==> config.mk <==
export PLATFORM = sky130hd
export DESIGN_NAME = fft_butterfly_pipe
export DESIGN_NICKNAME = d
export VERILOG_FILES = /design/src/rtl/fft_butterfly_pipe.sv
export SDC_FILE = /design/constraint.sdc
export NUM_CORES = 2
export LEC_CHECK = 0
export CORE_UTILIZATION = 70
export DETAILED_ROUTE_END_ITERATION = 10
export PLACE_DENSITY_LB_ADDON = 0.05
export SYNTH_ARGS = -nofsm -noshare
export SYNTH_HDL_FRONTEND = slang
export SYNTH_SLANG_ARGS = --single-unit
==> constraint.sdc <==
create_clock -name clk_i -period 7.4 [get_ports clk_i]
set_input_delay 1.85 -clock clk_i [delete_from_list [all_inputs] [get_ports clk_i]]
set_output_delay 1.85 -clock clk_i [all_outputs]
set_load 0.05 [all_outputs]
==> src/rtl/fft_butterfly_pipe.sv <==
// rtl/fft_butterfly_pipe.sv - pipelined radix-2 DIT butterfly with rounding, optional halving and saturation
//
// Computes X = A + W*B and Y = A - W*B on Q1.15 complex operands through three
// registered stages (S1 products, S2 rounded complex product, S3 sums/scale/saturate).
//
// Ports:
//   clk_i, reset_n_i            clock, asynchronous active-low reset
//   a_real_i/a_imag_i           operand A
//   b_real_i/b_imag_i           operand B
//   twiddle_i                   W: [31:16] real, [15:0] imag
//   scale_en_i                  halve this butterfly's results (travels with operands)
//   in_valid_i/in_ready_o       input handshake
//   x_*_o, y_*_o                saturated results
//   out_valid_o/out_ready_i     output handshake
//   overflow_o                  any of the four result components saturated
//   ovf_count_o, ovf_clear_i    saturating count of overflowing results, sync clear
//   busy_o                      any stage holds valid data

module fft_butterfly_pipe #(
    parameter int DATA_WIDTH    = 16,
    parameter int OVF_CNT_WIDTH = 8
) (
    input  logic                     clk_i,
    input  logic                     reset_n_i,
    input  logic [DATA_WIDTH-1:0]    a_real_i,
    input  logic [DATA_WIDTH-1:0]    a_imag_i,
    input  logic [DATA_WIDTH-1:0]    b_real_i,
    input  logic [DATA_WIDTH-1:0]    b_imag_i,
    input  logic [2*DATA_WIDTH-1:0]  twiddle_i,
    input  logic                     scale_en_i,
    input  logic                     in_valid_i,
    output logic                     in_ready_o,
    output logic [DATA_WIDTH-1:0]    x_real_o,
    output logic [DATA_WIDTH-1:0]    x_imag_o,
    output logic [DATA_WIDTH-1:0]    y_real_o,
    output logic [DATA_WIDTH-1:0]    y_imag_o,
    output logic                     out_valid_o,
    input  logic                     out_ready_i,
    output logic                     overflow_o,
    output logic [OVF_CNT_WIDTH-1:0] ovf_count_o,
    input  logic                     ovf_clear_i,
    output logic                     busy_o
);

    localparam int DW   = DATA_WIDTH;
    localparam int PW   = 2 * DW;       // single product width
    localparam int SW   = PW + 1;       // sum/difference of two products
    localparam int FRAC = DW - 1;       // fractional bits dropped after the product
    localparam int RW   = SW - FRAC;    // rounded product width
    localparam int AW   = DW + 3;       // A +/- P width

    // ------------------------------------------------------------------
    // Helpers
    // ------------------------------------------------------------------

    // (v + 1) >>> 1 rewritten as (v >>> 1) + v[0]; cannot overflow AW bits
    // because |v| is far below 2^(AW-1).
    function automatic logic [AW-1:0] halve_round(input logic [AW-1:0] v);
        return {v[AW-1], v[AW-1:1]} + {{(AW-1){1'b0}}, v[0]};
    endfunction

    // Returns {saturated, value}. The value fits DW bits only when every bit
    // from the DW-1 sign position upward agrees.
    function automatic logic [DW:0] saturate(input logic [AW-1:0] v);
        logic [AW-DW:0] top;
        top = v[AW-1:DW-1];
        if ((&top) || !(|top)) begin
            return {1'b0, v[DW-1:0]};
        end else if (v[AW-1]) begin
            return {1'b1, 1'b1, {(DW-1){1'b0}}};
        end else begin
            return {1'b1, 1'b0, {(DW-1){1'b1}}};
        end
    endfunction

    // ------------------------------------------------------------------
    // Handshake: each stage loads when it is empty or its content leaves
    // this cycle, so bubbles collapse and the pipe holds up to 3 results.
    // ------------------------------------------------------------------
    logic s1_valid, s2_valid, s3_valid;
    logic s1_load, s2_load, s3_load;

    assign s3_load     = !s3_valid || out_ready_i;
    assign s2_load     = !s2_valid || s3_load;
    assign s1_load     = !s1_valid || s2_load;
    assign in_ready_o  = s1_load;
    assign out_valid_o = s3_valid;
    assign busy_o      = s1_valid || s2_valid || s3_valid;

    always_ff @(posedge clk_i or negedge reset_n_i) begin
        if (!reset_n_i) begin
            s1_valid <= 1'b0;
            s2_valid <= 1'b0;
            s3_valid <= 1'b0;
        end else begin
            if (s1_load) s1_valid <= in_valid_i;
            if (s2_load) s2_valid <= s1_valid;
            if (s3_load) s3_valid <= s2_valid;
        end
    end

    // ------------------------------------------------------------------
    // S1: four partial products of B and W
    // ------------------------------------------------------------------
    logic [PW-1:0] br_x, bi_x, wr_x, wi_x;
    logic [PW-1:0] prod_rr, prod_ii, prod_ri, prod_ir;

    // Operands are sign-extended to PW so the low PW bits of each product
    // are the exact signed 16x16 result.
    assign br_x = {{DW{b_real_i[DW-1]}}, b_real_i};
    assign bi_x = {{DW{b_imag_i[DW-1]}}, b_imag_i};
    assign wr_x = {{DW{twiddle_i[PW-1]}}, twiddle_i[PW-1:DW]};
    assign wi_x = {{DW{twiddle_i[DW-1]}}, twiddle_i[DW-1:0]};

    assign prod_rr = br_x * wr_x;
    assign prod_ii = bi_x * wi_x;
    assign prod_ri = br_x * wi_x;
    assign prod_ir = bi_x * wr_x;

    logic [DW-1:0] s1_ar, s1_ai;
    logic          s1_scale;
    logic [PW-1:0] s1_p_rr, s1_p_ii, s1_p_ri, s1_p_ir;

    always_ff @(posedge clk_i or negedge reset_n_i) begin
        if (!reset_n_i) begin
            s1_ar    <= '0;
            s1_ai    <= '0;
            s1_scale <= 1'b0;
            s1_p_rr  <= '0;
            s1_p_ii  <= '0;
            s1_p_ri  <= '0;
            s1_p_ir  <= '0;
        end else if (s1_load && in_valid_i) begin
            s1_ar    <= a_real_i;
            s1_ai    <= a_imag_i;
            s1_scale <= scale_en_i;
            s1_p_rr  <= prod_rr;
            s1_p_ii  <= prod_ii;
            s1_p_ri  <= prod_ri;
            s1_p_ir  <= prod_ir;
        end
    end

    // ------------------------------------------------------------------
    // S2: complex product, rounded half-up back to Q-format
    // ------------------------------------------------------------------
    logic [SW-1:0] pr_sum, pi_sum;
    logic [RW-1:0] pr_rnd, pi_rnd;
    logic          unused_round_bits;

    assign pr_sum = {s1_p_rr[PW-1], s1_p_rr} - {s1_p_ii[PW-1], s1_p_ii};
    assign pi_sum = {s1_p_ri[PW-1], s1_p_ri} + {s1_p_ir[PW-1], s1_p_ir};

    // (p + 2^(FRAC-1)) >>> FRAC == (p >>> FRAC) + p[FRAC-1]
    assign pr_rnd = pr_sum[SW-1:FRAC] + {{(RW-1){1'b0}}, pr_sum[FRAC-1]};
    assign pi_rnd = pi_sum[SW-1:FRAC] + {{(RW-1){1'b0}}, pi_sum[FRAC-1]};

    // Bits below the rounding position only influence nothing downstream.
    assign unused_round_bits = ^{pr_sum[FRAC-2:0], pi_sum[FRAC-2:0]};

    logic [DW-1:0] s2_ar, s2_ai;
    logic          s2_scale;
    logic [RW-1:0] s2_pr, s2_pi;

    always_ff @(posedge clk_i or negedge reset_n_i) begin
        if (!reset_n_i) begin
            s2_ar    <= '0;
            s2_ai    <= '0;
            s2_scale <= 1'b0;
            s2_pr    <= '0;
            s2_pi    <= '0;
        end else if (s2_load && s1_valid) begin
            s2_ar    <= s1_ar;
            s2_ai    <= s1_ai;
            s2_scale <= s1_scale;
            s2_pr    <= pr_rnd;
            s2_pi    <= pi_rnd;
        end
    end

    // ------------------------------------------------------------------
    // S3: butterfly sums, optional halving, saturation
    // ------------------------------------------------------------------
    logic [AW-1:0] ar_ext, ai_ext, pr_ext, pi_ext;
    logic [AW-1:0] sum_xr, sum_xi, sum_yr, sum_yi;
    logic [AW-1:0] sc_xr, sc_xi, sc_yr, sc_yi;
    logic [DW:0]   sat_xr, sat_xi, sat_yr, sat_yi;

    assign ar_ext = {{(AW-DW){s2_ar[DW-1]}}, s2_ar};
    assign ai_ext = {{(AW-DW){s2_ai[DW-1]}}, s2_ai};
    assign pr_ext = {{(AW-RW){s2_pr[RW-1]}}, s2_pr};
    assign pi_ext = {{(AW-RW){s2_pi[RW-1]}}, s2_pi};

    assign sum_xr = ar_ext + pr_ext;
    assign sum_xi = ai_ext + pi_ext;
    assign sum_yr = ar_ext - pr_ext;
    assign sum_yi = ai_ext - pi_ext;

    always_comb begin
        sc_xr = sum_xr;
        sc_xi = sum_xi;
        sc_yr = sum_yr;
        sc_yi = sum_yi;
        if (s2_scale) begin
            sc_xr = halve_round(sum_xr);
            sc_xi = halve_round(sum_xi);
            sc_yr = halve_round(sum_yr);
            sc_yi = halve_round(sum_yi);
        end
    end

    assign sat_xr = saturate(sc_xr);
    assign sat_xi = saturate(sc_xi);
    assign sat_yr = saturate(sc_yr);
    assign sat_yi = saturate(sc_yi);

    always_ff @(posedge clk_i or negedge reset_n_i) begin
        if (!reset_n_i) begin
            x_real_o   <= '0;
            x_imag_o   <= '0;
            y_real_o   <= '0;
            y_imag_o   <= '0;
            overflow_o <= 1'b0;
        end else if (s3_load && s2_valid) begin
            x_real_o   <= sat_xr[DW-1:0];
            x_imag_o   <= sat_xi[DW-1:0];
            y_real_o   <= sat_yr[DW-1:0];
            y_imag_o   <= sat_yi[DW-1:0];
            overflow_o <= sat_xr[DW] | sat_xi[DW] | sat_yr[DW] | sat_yi[DW];
        end
    end

    // ------------------------------------------------------------------
    // Overflow event counter: counts accepted overflowing results, sticks
    // at all-ones, clear takes priority over a same-cycle increment.
    // ------------------------------------------------------------------
    always_ff @(posedge clk_i or negedge reset_n_i) begin
        if (!reset_n_i) begin
            ovf_count_o <= '0;
        end else if (ovf_clear_i) begin
            ovf_count_o <= '0;
        end else if (s3_valid && out_ready_i && overflow_o && (ovf_count_o != '1)) begin
            ovf_count_o <= ovf_count_o + OVF_CNT_WIDTH'(1);
        end
    end

endmodule

==> results.json <==
{
  "drc": 0,
  "slew_viol_final": 0,
  "grtUsageTotal_pct": 42.9,
  "crit_path_max_incr_delay_ns": 0.70,
  "finalCritPeriodShare_pct": 107,
  "worst_slack_ns": -0.489,
  "ys_seq_area_share_pct": 12.8,
  "required_ns": 7.82,
  "worst_pin_slew_ns": 1.20,
  "placed_cells": 8330,
  "violations": "setup timing",
  "synth_area_leader_cell": "fa_1",
  "synthDistinctLibCells": 108,
  "rows": 106,
  "io-pin-count": 178,
  "start_util_pct": 71.1,
  "mostFrequentLayoutCells": "inv_1 (1216), fa_1 (991), nand2_1 (842), buf_4 (630), and2_1 (449)",
  "vias": 53200,
  "cp_max_fo": 5,
  "status": "finished, violations left",
  "num-nets-final": 9021,
  "layout.cells.non_filler": 8566,
  "grt_pass1_wl_mm": 289,
  "worstSetupEndpointType": "flop",
  "crit_slowest_cell": "fa_1",
  "cts_made_buffers": 37,
  "synth.area.top_cells": "fa_1 (35%), dfrtp_1 (13%), ha_1 (9.9%), inv_1 (8.0%), nand2_1 (5.5%)",
  "cp.arrival_ns": 8.31,
  "cts-root-buf": "clkbuf_16",
  "grt_max_degree": 153,
  "clkLatencyLatePin_ns": 0.59,
  "yosys_register_bits": 306,
  "place.detailed.hpwl_mm": 136,
  "ys_warn_count": 0,
  "hold_violations": 0,
  "critPathLaunchType": "input pin",
  "wl_per_cell_um": 23.0,
  "fmaxAchievable_ghz": 0.127,
  "async_reset_ff_share_pct": 100,
  "core_area_sq_mm": 0.0841,
  "routabilityCongestion": 0.975,
  "syn2layout_area_growth_pct": 21.0,
  "antenna_left": 0,
  "finalSetupViolations": 34,
  "cts_tree": "done",
  "drive_above_1_share_pct": 19.3,
  "htree_num_levels": 2,
  "cts_buffer_depth": 3,
  "grt_overflow": 0,
  "synth_area_sq_mm": 0.0598,
  "synthFlopType": "dfrtp_1",
  "final_common_cell": "inv_1",
  "synth_edf_count": 0,
  "io_buffers": 177,
  "slew_headroom_pct": 19.2,
  "grt_pass1_vias": 55100,
  "yosysTopAreaCellShare_pct": 35.2,
  "wl_mm": 197,
  "routed_via_density": 6.21,
  "cap_violations": 0,
  "fin_crit_ns": 7.89,
  "syn_area_per_cell_sq_um": 8.95,
  "min_path_type": "reg -> reg",
  "ctsHoldBuffers": 0,
  "numClockSinks": 306,
  "place_ws_ns": -1.39,
  "criticalPathCategory": "in -> reg",
  "grt_setup_unrepaired": "true",
  "fp.dieW_um": 294,
  "syn_nets": 8309,
  "die_h_um": 294,
  "worst_path_most_repeated_cell": "fa_1",
  "antenna_found_initial": 13,
  "dieArea_sq_mm": 0.0866,
  "drt_pre_antenna_iters": 10,
  "syn_inst": 6680,
  "clkSlewWorstSetupHoldPaths_ns": 0.06,
  "skew_ns": 0.0248,
  "fin_util_pct": 86.1,
  "drt_iter0_drc": 4856
}
[per-stage QoR]
stage / hold slack (ns) / instance area [sq um] / setup TNS, ns
global route: 0.489 / 72400 / -10.12
global placement: 0.443 / 67500 / -47.72
detailed placement: 0.455 / 67500 / -56.88
finish: 0.463 / 72400 / -5.64
CTS: 0.470 / 71200 / -2.10
floorplan: 0.433 / 60300 / -1.44
[cell families (layout without fill, tap and decap cells)]
logic type	count (synthesis)	count (layout)	synth area share [%]
adders and majority gates	1527	1527	45.2
DFF	306	306	12.8
and+or+nand+nor	2014	2014	16.5
AOI/OAI and AO/OA	905	905	10.1
muxes	76	76	1.41
buffers and inverters	1583	2324	10.0
other	0	11	0
xor gates and xnor gates	269	269	3.99
[state kept, by name, summed over array words and instances, names as in the netlist, 18 cells and up]
register and cells:
s1_p_ii 32, s1_p_ir 32, s1_p_ri 32, s1_p_rr 32, s2_pi 18, s2_pr 18
[critical path, delay by kind of cell]
kind	cells	cell delay (ns)
buffers and inverters	7	0.87
XOR/XNOR	1	0.20
adder cells (fa/ha/maj)	7	3.27
AO/OA/AOI/OAI	10	1.81
AND/OR/NAND/NOR	2	0.30
[synth_stat cells (56+ instances only)]
cell type / count
fa_1: 1052
dfrtp_1: 306
inv_1: 1275
o21ai_0: 249
nor3_1: 64
and2_1: 506
ha_1: 475
nand2b_1: 56
a21o_1: 86
xnor2_1: 183
nand2_1: 873
nand3_1: 77
mux2_2: 59
a21oi_1: 187
xor2_1: 82
nor2_1: 209
clkbuf_1: 279
[path summary, 6_finish.rpt]
| check | start | end | slack, ns | cells past startpoint |
|---|---|---|---|---|
| min in group asynchronous | reset_n_i | x_real_o[10] | 1.26 | 1 |
| hold reg to reg | s1_ai[12] | s2_ai[12] | 0.46 | 2 |
| max in group asynchronous | reset_n_i | s1_p_ii[27] | 4.69 | 2 |
| hold / removal | s1_ai[12] | s2_ai[12] | 0.46 | 2 |
| setup reg to reg | s2_ar[0] | y_real_o[5] | 2.14 | 16 |
| setup / recovery | b_imag_i[5] | s1_p_ir[29] | -0.49 | 27 |
[metal layers]
layer | vias up | track usage, % | part of all wire [%]
li1 | 22300 | - | -
met1 | 26100 | 53.0 | 35
met2 | 3486 | 69.8 | 45
met3 | 1262 | 9.51 | 11
met4 | 16 | 24.4 | 8.2
met5 | - | 0 | 0.16
[final cells by class]
cell class	instances	area, sq um
fillers	4391	11700
clock buffers	48	1050
clock inverters	20	214
inverters	1277	4800
diodes	11	27.5
multi-input cells	4791	48000
repair buffers	979	9240
flip-flops and latches	306	7660
well taps	1134	1420
[timing repair]
action,4_1_cts,5_1_grt
pin swaps,195,217
setup endpoints to repair,49,47
cloned,9,4
setup buffers,129,47
resized for setup,523,362
Power is left out: the tool's default activity adds up to more than one toggle a clock period on the data nets, which glitch-free logic cannot reach.
